[src/rtl/control_word_sequencer.sv]
// Table-driven control-word generator: state code in, registered control word held dwell+1 cycles.
// Latency: 1 cycle from accept to control_out. Backpressure: state_ready low while a step has cycles left or stall is high.
module control_word_sequencer #(
    parameter int STATE_W    = 6,
    parameter int CTRL_W     = 20,
    parameter int NUM_STATES = 64,
    parameter int DWELL_W    = 3
) (
    input  logic               clock,
    input  logic               reset,
    input  logic [STATE_W-1:0] state,
    input  logic               state_valid,
    output logic               state_ready,
    input  logic               stall,
    input  logic               cfg_we,
    input  logic [STATE_W-1:0] cfg_addr,
    input  logic [CTRL_W-1:0]  cfg_word,
    input  logic [DWELL_W-1:0] cfg_dwell,
    output logic [CTRL_W-1:0]  control_out,
    output logic               busy,
    output logic               step_done,
    output logic               err
);

    localparam logic [STATE_W:0] NUM_L = (STATE_W+1)'(NUM_STATES);

    typedef enum logic {IDLE, RUN} fsm_t;

    fsm_t               fsm_q, fsm_d;
    logic [DWELL_W-1:0] cnt_q, cnt_d;
    logic [CTRL_W-1:0]  ctrl_q, ctrl_d;
    logic               err_q;

    logic [CTRL_W-1:0]  word_tbl  [NUM_STATES];
    logic [DWELL_W-1:0] dwell_tbl [NUM_STATES];

    logic [CTRL_W-1:0]  rd_word;
    logic [DWELL_W-1:0] rd_dwell;
    logic               accept;
    logic               state_bad;
    logic               addr_bad;

    assign state_bad = ({1'b0, state} >= NUM_L);
    assign addr_bad  = ({1'b0, cfg_addr} >= NUM_L);

    // An out-of-range code matches no entry, so it reads as word 0 / dwell 0.
    always_comb begin
        rd_word  = '0;
        rd_dwell = '0;
        for (int i = 0; i < NUM_STATES; i++) begin
            if (state == STATE_W'(i)) begin
                rd_word  = word_tbl[i];
                rd_dwell = dwell_tbl[i];
            end
        end
    end

    always_comb begin
        fsm_d       = fsm_q;
        cnt_d       = cnt_q;
        ctrl_d      = ctrl_q;
        state_ready = 1'b0;
        step_done   = 1'b0;
        case (fsm_q)
            IDLE: state_ready = 1'b1;
            RUN: begin
                if (!stall) begin
                    if (cnt_q != '0) begin
                        cnt_d = cnt_q - DWELL_W'(1);
                    end else begin
                        step_done   = 1'b1;
                        state_ready = 1'b1;
                        fsm_d       = IDLE;
                        ctrl_d      = '0;
                    end
                end
            end
            default: fsm_d = IDLE;
        endcase
        accept = state_valid && state_ready;
        if (accept) begin
            ctrl_d = rd_word;
            cnt_d  = rd_dwell;
            fsm_d  = RUN;
        end
    end

    always_ff @(posedge clock) begin
        if (reset) begin
            fsm_q  <= IDLE;
            cnt_q  <= '0;
            ctrl_q <= '0;
            err_q  <= 1'b0;
        end else begin
            fsm_q  <= fsm_d;
            cnt_q  <= cnt_d;
            ctrl_q <= ctrl_d;
            err_q  <= (accept && state_bad) || (cfg_we && addr_bad);
        end
    end

    // Table writes land on the edge, so a same-cycle accept reads the old entry.
    always_ff @(posedge clock) begin
        if (reset) begin
            for (int i = 0; i < NUM_STATES; i++) begin
                word_tbl[i]  <= '0;
                dwell_tbl[i] <= '0;
            end
        end else begin
            for (int i = 0; i < NUM_STATES; i++) begin
                if (cfg_we && cfg_addr == STATE_W'(i)) begin
                    word_tbl[i]  <= cfg_word;
                    dwell_tbl[i] <= cfg_dwell;
                end
            end
        end
    end

    assign control_out = ctrl_q;
    assign busy        = (fsm_q == RUN);
    assign err         = err_q;

endmodule

[config.mk]
export PLATFORM = sky130hd
export DESIGN_NAME = control_word_sequencer
export DESIGN_NICKNAME = d
export VERILOG_FILES = /design/src/rtl/control_word_sequencer.sv
export SDC_FILE = /design/constraint.sdc
export NUM_CORES = 2
export LEC_CHECK = 0
export BUFFER_PORTS_ARGS = -buffer_cell sky130_fd_sc_hd__clkbuf_2
export CELL_PAD_IN_SITES_DETAIL_PLACEMENT = 1
export CELL_PAD_IN_SITES_GLOBAL_PLACEMENT = 2
export CORE_ASPECT_RATIO = 2
export CORE_UTILIZATION = 45
export DETAILED_ROUTE_END_ITERATION = 10
export HOLD_SLACK_MARGIN = 0.02
export PLACE_DENSITY = 0.86
export SLEW_MARGIN = 20
export SYNTH_ARGS = -nofsm -noshare
export SYNTH_HDL_FRONTEND = slang
export SYNTH_SLANG_ARGS = --single-unit
[constraint.sdc]
create_clock -name clock -period 3 [get_ports clock]
set_input_delay 0.45 -clock clock [delete_from_list [all_inputs] [get_ports clock]]
set_output_delay 0.45 -clock clock [all_outputs]
set_load 0.02 [all_outputs]
==> results.sh <==
export IMPL_leakagePower_uw=0.02804
export IMPL_core_sq_mm=0.1372
export IMPL_finalPower_uw=48230
export IMPL_r2r_start="cnt_q[1]"
export IMPL_drc=0
export IMPL_grt_pass1_vias=52060
export IMPL_synth_ff_type="edfxtp_1"
export IMPL_grt_total_usage_pct=48.23
export IMPL_cts_root_buf="clkbuf_16"
export IMPL_final_util_pct=56.75
export IMPL_synth_cells=4731
export IMPL_htree_levels=4
export IMPL_met3_length_um=27870
export IMPL_numPortBuffers=62
export IMPL_avgSynthCellArea_sq_um=13.18
export IMPL_setup_ws_ns=-0.01471
export IMPL_ir_worst_vdd_uv=570.1
export IMPL_wl_met2_um=161300
export IMPL_holdPathEnd="control_out[7]"
export IMPL_yosys_register_bits=1496
export IMPL_vias=50800
export IMPL_overflow=0
export IMPL_power_density_mw_per_mm2=619.5
export IMPL_drt_pre_antenna_iters=6
export IMPL_drtIter0Drc=6528
export IMPL_synth_seq_area_share_pct=71.66
export IMPL_min_delay_start="reset"
export IMPL_grt_antenna_before_repair=21
export IMPL_worst_pin_slew_ns=1.229
export IMPL_die_width_um=265.2
export IMPL_clock_tree_buffer_depth=4
export IMPL_drive_above_1_share_pct=25.36
export IMPL_fin_setup_tns_ns=-0.03853
export IMPL_r2r_slack_ns=0
export IMPL_io_pins=64
export IMPL_synth_warnings=0
export IMPL_die_h_um=528.4
export IMPL_path_clk_slew_ns=0.07
export IMPL_yosysTopAreaCellShare_pct=70.89
export IMPL_violations="negative setup slack"
export IMPL_finClkSkew_ns=0.05674
export IMPL_rows=192
export IMPL_place_gp_congestion=1.030
export IMPL_status="finished, violations left"
export IMPL_grt_max_degree=41
export IMPL_dpl_hpwl_um=243700
export IMPL_cp_max_fo=19
export IMPL_drt_wl_total_um=336300
export IMPL_synth_edf_count=1472
export IMPL_maxCapViolCount=0
export IMPL_fmax_mhz=331.7
export IMPL_required_ns=3.75
export IMPL_hold_path_class="in2reg"
export IMPL_cp_data_arrival_time_ns=3.76
export IMPL_synth_top_cell_by_area="edfxtp_1"
export IMPL_cts_tree="built"
export IMPL_cts_buffers=147
export IMPL_end_kind="flip-flop"
export IMPL_maxSlewViolCount=0
export IMPL_crit_start="state[3]"
export IMPL_final_cells=7555
export IMPL_start_util_pct=45.45
export IMPL_fin_hold_ws_ns=0.06349
export IMPL_setup_viol=4
export IMPL_whs_path_depth=3
export IMPL_dp_cells=7287
export IMPL_clock_latency_ns=0.86
export IMPL_reg2reg_to="control_out[15]"
export IMPL_reg2reg_depth=12
export IMPL_netlist_cell_type_count=92
export IMPL_ys_async_sr_fraction_pct=0
export IMPL_syn2layout_area_growth_pct=24.86
export IMPL_maxSlewHeadroom_pct=18.09
export IMPL_synth_fp_nets=4773
export IMPL_synth_area_leaders="edfxtp_1 71%, nor2_1 5.8%, a22oi_1 3.2%"
export IMPL_nets=5639
export IMPL_clkSinkCount=1496
export IMPL_final_hold_viol_count=0
export IMPL_worst_setup_path_start_kind="primary input"
export IMPL_min_period_ns=3.015
export IMPL_worstSetupPathType="in2reg"
export IMPL_fin_crit_sh_pct=100.5
export IMPL_die_area_sq_mm=0.1401
export IMPL_ant_nets=0
export IMPL_rsz0062_at_grt="yes"
export IMPL_via_per_inst=6.725
export IMPL_grt_pass1_wl_um=448500
export IMPL_wl_per_cell_um=44.51
export IMPL_topRoutingLayerUsed="met5"
export IMPL_wl_met1_um=97670
export IMPL_syn_cell_area_sq_mm=0.06235
[area by class of cell]
class                      count  area [sq um]
tap                         1843          2306
antenna                       11         27.53
timing repair buffer        1108         10020
fill                       13500         59320
multi-input combinational   2804         16130
clock inverter                73         641.9
sequential                  1496         44680
clock buffer                 180          3886
inverter                      40         150.1
[power by group]
group | total (uW) | switching [uW] | internal, uW | leakage (uW)
Combinational | 4660 | 3270 | 1390 | 0.0115
Clock | 18500 | 8370 | 10200 | 0.00222
Sequential | 25000 | 613 | 24400 | 0.0143
[worst max-delay path: stages]
cell	delay, ns
clkbuf_2	0.20
buf_6	0.28
nand4bb_2	0.34
buf_4	0.17
nor2_2	0.05
buf_12	0.16
a22oi_1	0.42
nand3_1	0.41
a2111oi_0	0.52
buf_4	0.30
a21oi_1	0.16
o31a_1	0.27
[routing by layer]
metal	track usage (%)	vias to the layer above
met5	0	-
met4	55.97	16
met3	10.62	1560
met2	80.01	3713
met1	46.25	25830
li1	-	19690
[cell families (layout without fill, tap and decap cells)]
group                    count (synthesis)  after routing  synth area share [%]
buffers and inverters                  431           1401                 3.056
AND/OR/NAND/NOR                       1595           1595                 11.31
multiplexers                            63             63                 1.188
XOR/XNOR                                 3              3               0.04215
flip-flops                            1496           1496                 71.66
other                                    1             12              0.006014
AO/OA/AOI/OAI                         1140           1140                 12.69
adder cells (fa/ha/maj)                  2              2               0.04013
[synthesized netlist by cell type (all sizes together) (19+ instances only)]
library cell and count:
a222oi 28, o211ai 22, a21o 44, inv 40, a21oi 193, a211oi 30
dfxtp 24, buf 150, a221oi 86, edfxtp 1472, nand4 37, mux2i 47
a22o 34, o21ai 218, o221ai 27, clkbuf 241, and3 21, a2111oi 19
nor2 990, o22ai 41, nor3 52, nand2b 67, nand3 79, a22oi 263
nand2 255
[timing repair]
item,4_1_cts,5_1_grt
buffers inserted,0,1
hold buffers,1,0
gates resized for setup,18,21
pin swaps,1,2
hold endpoints to repair,1,0
setup endpoints to repair,13,15
[layout by cell type, fill, tap and decap left out, types with 38 or more instances in the layout]
cell type  instances
edfxtp_1        1472
clkbuf_2          59
nand2b_1          42
inv_1             38
buf_4            895
o22ai_1           41
a21o_1            44
a22oi_1          263
mux2i_1           46
nor2_1           948
a21oi_1          192
nand3_1           79
o21ai_0          209
clkbuf_16        150
buf_12           145
nand2_1          254
a221oi_1          80
nor3_1            50
[worst max-delay path by stage]
stage	cells past startpoint	slack, ns	to
2_1_floorplan	10	0.48	control_out[0]
3_5_place_dp	11	-1.22	control_out[15]
4_1_cts	12	-0.02	control_out[15]
3_3_place_gp	12	-1.32	control_out[6]
5_1_grt	12	-0.01	control_out[15]
6_report	12	-0.01	control_out[4]
[stage by stage]
| step | setup slack, ns | instance area (sq um) |
|---|---|---|
| CTS | -0.01691 | 77680 |
| global route | -0.01057 | 77830 |
| global placement | -1.323 | 73050 |
| finish | -0.01471 | 77850 |
| detailed placement | -1.220 | 73060 |
| floorplan | 0.4766 | 62350 |
[sequential cells by signal (all words and copies together), names as in the netlist]
register and count:
dwell_tbl 192, busy 1, cnt_q 3, control_out 20, word_tbl 1280
Power figures use the tool's default switching activity.
